$ cat config.mk
export PLATFORM = sky130hd
export DESIGN_NAME = hazard_fwd_ctrl_flat
export DESIGN_NICKNAME = d
export VERILOG_FILES = /design/src/rtl/hazard_fwd_ctrl_if.sv /design/src/rtl/hazard_fwd_ctrl.sv /design/src/flat_wrapper.sv
export SDC_FILE = /design/constraint.sdc
export NUM_CORES = 1
export LEC_CHECK = 0
export ABC_AREA = 0
export ABC_CLOCK_PERIOD_IN_PS = 2900
export CAP_MARGIN = 0
export CORE_MARGIN = 5
export CORE_UTILIZATION = 50
export DETAILED_ROUTE_END_ITERATION = 16
export DONT_BUFFER_PORTS = 1
export HOLD_SLACK_MARGIN = 0.12
export PLACE_DENSITY = 0.67
export SLEW_MARGIN = 15
export SYNTH_ARGS = -nofsm -noshare
export SYNTH_HDL_FRONTEND = slang
export SYNTH_SLANG_ARGS = --single-unit
$ cat constraint.sdc
create_clock -name clk -period 2.9 [get_ports clk]
set_input_delay 0.58 -clock clk [delete_from_list [all_inputs] [get_ports clk]]
set_output_delay 0.58 -clock clk [all_outputs]
set_load 0.01 [all_outputs]
$ cat src/rtl/hazard_fwd_ctrl_if.sv
// ---------------------------------------------------------------------------
// hazard_fwd_ctrl_if
//   Bundles the ID-stage instruction description, pipeline status inputs and
//   the hazard/forwarding decisions exchanged with hazard_fwd_ctrl.
//
//   master : pipeline side (drives ID fields, fwd_en, branch/memory status;
//            receives selects, stall/flush/freeze and counters)
//   slave  : the controller itself
//
//   fwd_en, id_*, exe_branch_taken, mem_ready : master -> slave
//   sel_src1/2, hazard_stall, flush, freeze,
//   stall_cnt, flush_cnt                       : slave -> master
// ---------------------------------------------------------------------------
interface hazard_fwd_ctrl_if #(
  parameter int CNT_W = 16
);

  logic             fwd_en;
  logic             id_valid;
  logic [3:0]       id_src1;
  logic [3:0]       id_src2;
  logic             id_use_src1;
  logic             id_use_src2;
  logic [3:0]       id_dest;
  logic             id_wb_en;
  logic             id_mem_read;
  logic             exe_branch_taken;
  logic             mem_ready;

  logic [1:0]       sel_src1;
  logic [1:0]       sel_src2;
  logic             hazard_stall;
  logic             flush;
  logic             freeze;
  logic [CNT_W-1:0] stall_cnt;
  logic [CNT_W-1:0] flush_cnt;

  modport master (
    output fwd_en, id_valid, id_src1, id_src2, id_use_src1, id_use_src2,
           id_dest, id_wb_en, id_mem_read, exe_branch_taken, mem_ready,
    input  sel_src1, sel_src2, hazard_stall, flush, freeze,
           stall_cnt, flush_cnt
  );

  modport slave (
    input  fwd_en, id_valid, id_src1, id_src2, id_use_src1, id_use_src2,
           id_dest, id_wb_en, id_mem_read, exe_branch_taken, mem_ready,
    output sel_src1, sel_src2, hazard_stall, flush, freeze,
           stall_cnt, flush_cnt
  );

endinterface

$ cat src/rtl/hazard_fwd_ctrl.sv
// ---------------------------------------------------------------------------
// hazard_fwd_ctrl
//   Hazard detection and operand forwarding control for the 5-stage core.
//   Keeps a tag (register indices, use flags, write/load flags) for the
//   instructions currently in EXE, MEM and WB, and from them derives:
//     - EXE operand mux selects (00 regfile, 01 MEM result, 10 WB result)
//     - load-use / RAW stalls, branch flushes and memory-wait freezes
//     - saturating counters of stall and flush cycles
//
//   Ports:
//     clk  : clock, all state changes on the rising edge
//     rst  : synchronous active-high reset; outputs forced to 0 while high
//     bus  : hazard_fwd_ctrl_if.slave (see interface file for signal list)
// ---------------------------------------------------------------------------
module hazard_fwd_ctrl #(
  parameter int CNT_W = 16
) (
  input  logic               clk,
  input  logic               rst,
  hazard_fwd_ctrl_if.slave   bus
);

  typedef struct packed {
    logic       valid;
    logic [3:0] src1;
    logic [3:0] src2;
    logic       use1;
    logic       use2;
    logic [3:0] dest;
    logic       wb_en;
    logic       mem_read;
  } tag_t;

  // A tag produces a value some later reader needs when it is a live,
  // register-writing instruction whose destination equals a source that the
  // reader actually consumes.
  function automatic logic tag_match(tag_t t, logic [3:0] src, logic use_src);
    return t.valid & t.wb_en & (t.dest == src) & use_src;
  endfunction

  tag_t exe_q, exe_d;
  tag_t mem_q, mem_d;
  tag_t wb_q,  wb_d;
  tag_t id_tag;

  logic [CNT_W-1:0] stall_cnt_q, stall_cnt_d;
  logic [CNT_W-1:0] flush_cnt_q, flush_cnt_d;

  logic exe_hit;
  logic mem_hit;
  logic hazard;
  logic freeze_c;
  logic flush_c;
  logic stall_c;
  logic [1:0] sel1_c;
  logic [1:0] sel2_c;

  // Not every tag field is consumed in every stage (e.g. sources of the WB
  // instruction); keep them in the tag so all stages share one layout.
  logic unused_tag_bits;
  assign unused_tag_bits = ^{exe_q, mem_q, wb_q};

  always_comb begin
    id_tag          = '0;
    id_tag.valid    = bus.id_valid;
    id_tag.src1     = bus.id_src1;
    id_tag.src2     = bus.id_src2;
    id_tag.use1     = bus.id_use_src1;
    id_tag.use2     = bus.id_use_src2;
    id_tag.dest     = bus.id_dest;
    id_tag.wb_en    = bus.id_wb_en;
    id_tag.mem_read = bus.id_mem_read;
  end

  // With forwarding only a load still in EXE cannot supply its data in
  // time. Without forwarding anything not yet in WB blocks the reader; WB is
  // harmless because the register file writes in the first half-cycle.
  always_comb begin
    exe_hit = tag_match(exe_q, bus.id_src1, bus.id_use_src1) |
              tag_match(exe_q, bus.id_src2, bus.id_use_src2);
    mem_hit = tag_match(mem_q, bus.id_src1, bus.id_use_src1) |
              tag_match(mem_q, bus.id_src2, bus.id_use_src2);
    if (bus.fwd_en) begin
      hazard = bus.id_valid & exe_q.mem_read & exe_hit;
    end else begin
      hazard = bus.id_valid & (exe_hit | mem_hit);
    end
  end

  // Memory wait beats a taken branch, which beats a data hazard.
  always_comb begin
    freeze_c = ~bus.mem_ready;
    flush_c  = bus.mem_ready & bus.exe_branch_taken;
    stall_c  = bus.mem_ready & ~bus.exe_branch_taken & hazard;
  end

  // Tag pipeline advance: held on freeze, bubble into EXE on flush or stall.
  always_comb begin
    exe_d = exe_q;
    mem_d = mem_q;
    wb_d  = wb_q;
    if (!freeze_c) begin
      wb_d  = mem_q;
      mem_d = exe_q;
      if (flush_c || stall_c) begin
        exe_d = '0;
      end else begin
        exe_d = id_tag;
      end
    end
  end

  // Counters saturate at all-ones rather than wrap.
  always_comb begin
    stall_cnt_d = stall_cnt_q;
    flush_cnt_d = flush_cnt_q;
    if (stall_c && (stall_cnt_q != '1)) begin
      stall_cnt_d = stall_cnt_q + CNT_W'(1);
    end
    if (flush_c && (flush_cnt_q != '1)) begin
      flush_cnt_d = flush_cnt_q + CNT_W'(1);
    end
  end

  always_ff @(posedge clk) begin
    if (rst) begin
      exe_q       <= '0;
      mem_q       <= '0;
      wb_q        <= '0;
      stall_cnt_q <= '0;
      flush_cnt_q <= '0;
    end else begin
      exe_q       <= exe_d;
      mem_q       <= mem_d;
      wb_q        <= wb_d;
      stall_cnt_q <= stall_cnt_d;
      flush_cnt_q <= flush_cnt_d;
    end
  end

  // Operand selects come purely from registered tags, so they stay stable
  // through a freeze. The younger MEM result takes precedence over WB.
  always_comb begin
    sel1_c = 2'b00;
    sel2_c = 2'b00;
    if (bus.fwd_en && exe_q.valid) begin
      if (tag_match(mem_q, exe_q.src1, exe_q.use1)) begin
        sel1_c = 2'b01;
      end else if (tag_match(wb_q, exe_q.src1, exe_q.use1)) begin
        sel1_c = 2'b10;
      end
      if (tag_match(mem_q, exe_q.src2, exe_q.use2)) begin
        sel2_c = 2'b01;
      end else if (tag_match(wb_q, exe_q.src2, exe_q.use2)) begin
        sel2_c = 2'b10;
      end
    end
  end

  // Reset masks every output immediately, before the first reset edge.
  always_comb begin
    bus.sel_src1     = rst ? 2'b00 : sel1_c;
    bus.sel_src2     = rst ? 2'b00 : sel2_c;
    bus.hazard_stall = ~rst & stall_c;
    bus.flush        = ~rst & flush_c;
    bus.freeze       = ~rst & freeze_c;
    bus.stall_cnt    = rst ? '0 : stall_cnt_q;
    bus.flush_cnt    = rst ? '0 : flush_cnt_q;
  end

endmodule

$ cat src/flat_wrapper.sv
// flat-port wrapper written by rule: the top's interface ports become plain ports
module hazard_fwd_ctrl_flat 
#(
  parameter int CNT_W = 16
)
  (clk, rst, bus_fwd_en, bus_id_valid, bus_id_src1, bus_id_src2, bus_id_use_src1, bus_id_use_src2, bus_id_dest, bus_id_wb_en, bus_id_mem_read, bus_exe_branch_taken, bus_mem_ready, bus_sel_src1, bus_sel_src2, bus_hazard_stall, bus_flush, bus_freeze, bus_stall_cnt, bus_flush_cnt);
  hazard_fwd_ctrl_if #(.CNT_W(CNT_W)) bus_i ();
  input  logic clk;
  input  logic rst;
  input wire logic [$bits(bus_i.fwd_en)-1:0] bus_fwd_en;
  input wire logic [$bits(bus_i.id_valid)-1:0] bus_id_valid;
  input wire logic [$bits(bus_i.id_src1)-1:0] bus_id_src1;
  input wire logic [$bits(bus_i.id_src2)-1:0] bus_id_src2;
  input wire logic [$bits(bus_i.id_use_src1)-1:0] bus_id_use_src1;
  input wire logic [$bits(bus_i.id_use_src2)-1:0] bus_id_use_src2;
  input wire logic [$bits(bus_i.id_dest)-1:0] bus_id_dest;
  input wire logic [$bits(bus_i.id_wb_en)-1:0] bus_id_wb_en;
  input wire logic [$bits(bus_i.id_mem_read)-1:0] bus_id_mem_read;
  input wire logic [$bits(bus_i.exe_branch_taken)-1:0] bus_exe_branch_taken;
  input wire logic [$bits(bus_i.mem_ready)-1:0] bus_mem_ready;
  output wire logic [$bits(bus_i.sel_src1)-1:0] bus_sel_src1;
  output wire logic [$bits(bus_i.sel_src2)-1:0] bus_sel_src2;
  output wire logic [$bits(bus_i.hazard_stall)-1:0] bus_hazard_stall;
  output wire logic [$bits(bus_i.flush)-1:0] bus_flush;
  output wire logic [$bits(bus_i.freeze)-1:0] bus_freeze;
  output wire logic [$bits(bus_i.stall_cnt)-1:0] bus_stall_cnt;
  output wire logic [$bits(bus_i.flush_cnt)-1:0] bus_flush_cnt;
  assign bus_i.fwd_en = bus_fwd_en;
  assign bus_i.id_valid = bus_id_valid;
  assign bus_i.id_src1 = bus_id_src1;
  assign bus_i.id_src2 = bus_id_src2;
  assign bus_i.id_use_src1 = bus_id_use_src1;
  assign bus_i.id_use_src2 = bus_id_use_src2;
  assign bus_i.id_dest = bus_id_dest;
  assign bus_i.id_wb_en = bus_id_wb_en;
  assign bus_i.id_mem_read = bus_id_mem_read;
  assign bus_i.exe_branch_taken = bus_exe_branch_taken;
  assign bus_i.mem_ready = bus_mem_ready;
  assign bus_sel_src1 = bus_i.sel_src1;
  assign bus_sel_src2 = bus_i.sel_src2;
  assign bus_hazard_stall = bus_i.hazard_stall;
  assign bus_flush = bus_i.flush;
  assign bus_freeze = bus_i.freeze;
  assign bus_stall_cnt = bus_i.stall_cnt;
  assign bus_flush_cnt = bus_i.flush_cnt;
  hazard_fwd_ctrl #(.CNT_W(CNT_W)) u_core (.clk(clk), .rst(rst), .bus(bus_i));
endmodule
==> impl_metrics.csv, run 1 <==
group,metric,value,unit
clock_tree,cts-root-buf,"clkbuf_8",
die,die_y,89.6,µm
logic_synthesis,synth_warnings,0,
logic_synthesis,synth_fp_nets,386,
timing,fmax,0.379,GHz
setup_path,cp-endpoint,"bus_hazard_stall",
logic_synthesis,synth_area_leaders,"dfxtp_1, xor2_1, nor2b_1",
setup_path,slowest_delay,480,ps
grt,gr-total-overflow,0,
placement,numPortBuffers,0,
die,coreArea,0.00628,mm²
logic_synthesis,synth_largest_area_cell,"dfxtp_1",
timing,finalSetupViolCount,0,
final_layout,finish.utilization,0.553,
grt,grt_usage,0.183,
timing,layout_min_cycle_time,2640,ps
setup_path,worstPathArrival,2060,ps
setup_path,required,2320,ps
setup_path,cp-end-kind,"output pin",
grt,grt_max_degree,83,
setup_path,critPathKind,"register to output pin",
clock_tree,clk_pin_slew,70,ps
routing,wire_per_inst,16.0,µm
routing,drtIter0Drc,141,
final_layout,area_growth,9.51,%
die,pin_count,61,
setup_path,r2r-end,"u_core.exe_q[15]",
clock_tree,cts_buffers,9,
timing,fin_ws,262,ps
placement,place_ws,292,ps
setup_path,rrSetupSlack,550,ps
timing,fin_skew,10.4,ps
grt,grt_pass1_wl,11300,µm
clock_tree,ctsHoldBuffers,0,
timing,finalHoldViolations,0,
logic_synthesis,netlist.area_leader.share,0.385,
routing,drc,0,
logic_synthesis,yosysUniqueCellTypes,41,
routing,dr.pass1.iters,5,
setup_path,start_kind,"register",
power_and_ir_drop,p_leak,1.35,nW
die,die_w,89.6,µm
run,maxCapViolCount,0,
setup_path,timing.rr.start,"u_core.exe_q[5]",
clock_tree,clock-sinks,61,
setup_path,crit_path_top_delay_cell,"dfxtp_1",
placement,place_hpwl,4870,µm
grt,grt_pass1_vias,2322,
routing,postRouteAntennaNets,0,
logic_synthesis,avgSynthCellArea,8.76,µm²
clock_tree,cts_tree,"built",
power_and_ir_drop,power,1.87,mW
routing,via_count,2504,
setup_path,cp_cell_sequence,"xnor2_1 -> nand3_1 -> nor4_1 -> buf_4 -> or3_1 -> nand2_1 -> nor3_2",
setup_path,r2r_cells,6,
clock_tree,cts-htree-levels,3,
min_path,hp-class,"input port to register",
timing,fin_setup_tns,0,ps
die,dieArea,0.00804,mm²
grt,antenna_found_initial,0,
final_layout,fin_nets,380,
clock_tree,clk_path_buf_depth,2,
final_layout,drive_gt1_frac,0.0914,
logic_synthesis,synth_seq_cells,61,
power_and_ir_drop,vdd_drop_max,0.315,mV
logic_synthesis,yosysSeqAreaShare,0.385,
logic_synthesis,syn_inst,362,
setup_path,cp-startpoint,"u_core.mem_q[3]",
setup_path,crit_fanout,6,
final_layout,antenna_cells,0,
timing,final_max_slew_viol_count,0,
clock_tree,insertion_delay,330,ps
run_status,status,"finished clean",
timing,rsz0062_at_grt,"false",
routing,wl,6990,µm
die,start_util,0.505,
placement,finalWeightedCongestion,0.818,
routing,drt-vias-per-instance,5.72,
logic_synthesis,syn_area,0.00317,mm²
timing,relSlewSlack,0.445,
die,rows,29,
power_and_ir_drop,cellPowerDensity,537,mW/mm²
timing,worstMarginPinSlew,830,ps
timing,finalCritPeriodShare,0.910,
state kept, by name, indices dropped and copies added (netlist names):
register and flops:
u_core.exe_q 17, u_core.flush_cnt_q 16, u_core.mem_q 6, u_core.stall_cnt_q 16, u_core.wb_q 6
what timing repair did:
| item | CTS | global route |
|---|---|---|
| resized for setup | 0 | 3 |
| setup endpoints to repair | 0 | 1 |
| setup buffers | 0 | 0 |
cell families after synthesis:
family / after synthesis / share of synthesized area
DFF: 61 / 0.385
adders and majority gates: 2 / 0.00789
xor gates and xnor gates: 44 / 0.121
muxes: 22 / 0.0722
buffers and inverters: 26 / 0.0355
AOI/OAI and AO/OA: 39 / 0.0986
and+or+nand+nor: 168 / 0.279
power breakdown:
group	switching [mW]	internal, mW	leakage [nW]
registers	0.0163	0.851	0.494
logic	0.0365	0.0386	0.739
clock network	0.330	0.594	0.121
total	0.383	1.48	1.35
synthesized netlist by cell type:
cell type	number
a21o_1	1
a21oi_1	5
a22o_1	16
a31o_2	1
a31oi_1	1
a31oi_2	1
a41oi_1	1
and2_1	2
and3_1	6
and4_1	5
buf_1	4
buf_2	6
buf_6	1
clkbuf_1	10
dfxtp_1	61
ha_1	2
inv_1	5
mux2_2	7
mux2i_1	15
nand2_1	17
nand2b_1	1
nand3_1	20
nand3b_1	2
nand4_1	7
nor2_1	45
nor2b_1	31
nor3_1	13
nor3b_1	1
nor4_1	4
nor4bb_1	1
o21a_1	1
o21ai_0	9
o221ai_4	1
o311ai_2	1
o32ai_1	1
or3_1	6
or3b_1	1
or3b_2	1
or4_1	5
xnor2_1	18
xor2_1	26
how the worst min path moves through the flow:
stage / from / end / slack (ps) / cells past startpoint
6_report: rst / u_core.wb_q[5] / 310 / 1
5_1_grt: rst / u_core.wb_q[5] / 290 / 1
4_1_cts: rst / u_core.wb_q[5] / 300 / 1
3_5_place_dp: u_core.stall_cnt_q[4] / u_core.stall_cnt_q[4] / 490 / 2
3_3_place_gp: u_core.stall_cnt_q[4] / u_core.stall_cnt_q[4] / 470 / 2
2_1_floorplan: u_core.wb_q[16] / u_core.wb_q[16] / 460 / 2
worst max-delay path: cells and delay by family (launching register included):
family / cells / cell delay, ps
xor+xnor: 1 / 170
buf+inv: 1 / 200
flops: 1 / 480
simple gates: 5 / 870
layout make-up:
cell class	count	area, µm²
Clock buffer	12	145
Clock inverter	4	95.1
Fill cell	607	2800
Inverter	5	18.8
Multi-Input combinational cell	275	1870
Sequential cell	61	1220
Tap cell	77	96.3
Timing Repair Buffer	4	30.0
through the flow:
step                instances  hold slack [ps]  area [µm²]
global route              438              290        3470
finish                    438              309        3470
CTS                       438              295        3440
floorplan                 362              460        3170
global placement          422              473        3200
detailed placement        422              487        3200
routing by layer:
metal	track usage	wire, µm	up-vias
li1	-	-	1259
met1	0.243	3300	1166
met2	0.275	3140	65
met3	0.0465	390	14
met4	0.0961	157	0
met5	0	0	-
cells in the final DEF, fill, tap and decap left out, types with 2 or more instances in the layout:
master | synthesis | layout
nand2_1 | 17 | 17
or3_1 | 6 | 6
or4_1 | 5 | 5
mux2_2 | 7 | 7
and4_1 | 5 | 5
nor2b_1 | 31 | 31
inv_1 | 5 | 5
nand3_1 | 20 | 20
buf_4 | 0 | 4
nor2_1 | 45 | 45
o21ai_0 | 9 | 9
nand4_1 | 7 | 7
mux2i_1 | 15 | 15
xnor2_1 | 18 | 18
xor2_1 | 26 | 26
dfxtp_1 | 61 | 61
a22o_1 | 16 | 16
nor4_1 | 4 | 3
bufinv_16 | 0 | 3
clkbuf_1 | 10 | 2
clkbuf_8 | 0 | 10
and3_1 | 6 | 6
a21oi_1 | 5 | 5
nor3_1 | 13 | 12
nand3b_1 | 2 | 2
ha_1 | 2 | 2
and2_1 | 2 | 2
(Power assumes the default switching activity.)
==> run 2, diff against run 1 <==
==> constraint.sdc (replaced) <==
create_clock -name clk -period 2.9 [get_ports clk]
set_input_delay 0.29 -clock clk [delete_from_list [all_inputs] [get_ports clk]]
set_output_delay 0.29 -clock clk [all_outputs]
set_load 0.01 [all_outputs]
==> impl_metrics.csv, run 2 (same netlist as run 1, synthesis figures left out) <==
group,metric,value,unit
final_layout,final_cell_mix,"dfxtp_1, nor2_1, nor2b_1, xor2_1, nand3_1",
die,die_y,89.6,µm
power_and_ir_drop,combPwrFrac,0.067,
final_layout,layout_commonest_cell,"dfxtp_1",
routing,drtIter0Drc,134,
final_layout,drive_gt1_frac,0.0714,
die,coreArea,0.00628,mm²
min_path,min_path_cells,2,
run_status,status,"finished clean",
final_layout,largest_register_ffs,17,
setup_path,cp-end-kind,"output pin",
clock_tree,clock-sinks,61,
routing,drc,0,
routing,via_count,2549,
final_layout,multi_input_area,0.00184,mm²
die,pin_count,61,
routing,wl,7480,µm
setup_path,required,2610,ps
routing,wire_per_inst,16.4,µm
timing,finalSetupViolCount,0,
clock_tree,insertion_delay,330,ps
min_path,hold_start,"rst",
final_layout,fin_area,0.00356,mm²
timing,layout_min_cycle_time,2420,ps
placement,numPortBuffers,0,
timing,worstMarginPinSlew,880,ps
grt,antenna_found_initial,0,
power_and_ir_drop,vdd_drop_max,0.266,mV
placement,dpl-instance-area,0.00319,mm²
grt,gr-total-overflow,0,
timing,fin_skew,12.1,ps
timing,finalHoldViolations,0,
routing,dr.pass1.iters,4,
die,rows,29,
clock_tree,cts-root-buf,"clkbuf_8",
timing,rsz0062_at_grt,"false",
grt,grt_pass1_wl,12400,µm
setup_path,start_kind,"register",
clock_tree,clk_path_buf_depth,2,
setup_path,cp-startpoint,"u_core.exe_q[5]",
power_and_ir_drop,power_switching,0.380,mW
final_layout,fin_nets,398,
grt,grt_usage,0.200,
run,maxCapViolCount,0,
clock_tree,cts_tree,"built",
final_layout,finish.utilization,0.567,
clock_tree,post_cts_buffers,0,
power_and_ir_drop,cellPowerDensity,454,mW/mm²
power_and_ir_drop,clock_power_share,0.395,
power_and_ir_drop,intPower,1.24,mW
final_layout,antenna_cells,0,
min_path,hp-class,"input port to register",
grt,grt_pass1_vias,2553,
clock_tree,cts_buffers,9,
timing,fin_setup_tns,0,ps
timing,fin_ws,476,ps
clock_tree,cts-htree-levels,3,
placement,place_ws,603,ps
final_layout,seq_area,0.00122,mm²
setup_path,timing.rr.start,"u_core.exe_q[5]",
timing,finalCritPeriodShare,0.836,
final_layout,regMostFlops,"u_core.exe_q",
timing,fmax,0.413,GHz
final_layout,reg.largest.list,"u_core.exe_q: 17 flops, u_core.flush_cnt_q: 16 flops, u_core.stall_cnt_q: 16 flops",
power_and_ir_drop,p_leak,1.39,nW
power_and_ir_drop,swShare,0.235,
setup_path,r2r_cells,6,
die,dieArea,0.00804,mm²
die,die_w,89.6,µm
timing,hold_ws,154,ps
timing,final_max_slew_viol_count,0,
final_layout,area_growth,12.2,%
timing,relSlewSlack,0.411,
placement,place_hpwl,5000,µm
setup_path,critPathKind,"register to output pin",
clock_tree,clk_pin_slew,70,ps
final_layout,fillers,576,
grt,grt_max_degree,47,
die,start_util,0.505,
routing,drt-vias-per-instance,5.60,
power_and_ir_drop,p_seq_frac,0.537,
setup_path,worstPathArrival,2130,ps
placement,finalWeightedCongestion,0.908,
setup_path,crit_fanout,4,
routing,postRouteAntennaNets,0,
[run 2: final cells by class]
| class | count | share of cell area |
|---|---|---|
| Multi-Input combinational cell | 275 | 0.517 |
| Sequential cell | 61 | 0.343 |
| Timing Repair Buffer | 22 | 0.0633 |
| Clock buffer | 13 | 0.0418 |
| Tap cell | 77 | 0.0271 |
| Inverter | 5 | 0.00527 |
| Clock inverter | 2 | 0.00281 |
[run 2: final timing paths]
check        slack [ps]                      to
max                 480        bus_hazard_stall
min                 150  u_core.stall_cnt_q[11]
max reg2reg         510        u_core.exe_q[12]
min reg2reg         500          u_core.wb_q[1]
[run 2: routing by layer]
metal | vias to the layer above | global-route usage | part of all wire
li1 | 1286 | - | -
met4 | 0 | 0.0744 | 0.0076
met3 | 4 | 0.0557 | 0.052
met1 | 1207 | 0.275 | 0.47
met2 | 52 | 0.298 | 0.47
met5 | - | 0 | 0
[run 2: critical path, stage by stage, from the launching register on]
cell and delay, ps:
dfxtp_1 440, xnor2_1 160, nand3_1 170, o32ai_1 370, or3_1 250, nand2_1 60
nor3_1 350
[run 2: power groups by stage]
stage / combinational [mW] / clock [mW] / sequential, mW
final: 0.109 / 0.639 / 0.868
after global routing: 0.120 / 0.698 / 0.869
after CTS: 0.109 / 0.660 / 0.867
after detailed placement: 0.0713 / 0 / 0.886
after global placement: 0.0700 / 0 / 0.886
after floorplan: 0.0818 / 0 / 0.880
[run 2: metrics by stage]
step	total power, mW	cells
floorplan	0.962	362
global placement	0.956	420
detailed placement	0.958	420
CTS	1.64	455
global route	1.69	455
finish	1.62	455
[run 2: timing repair]
item,in CTS,in global routing
hold endpoints to repair,53,0
resized for setup,0,0
hold buffers,20,0
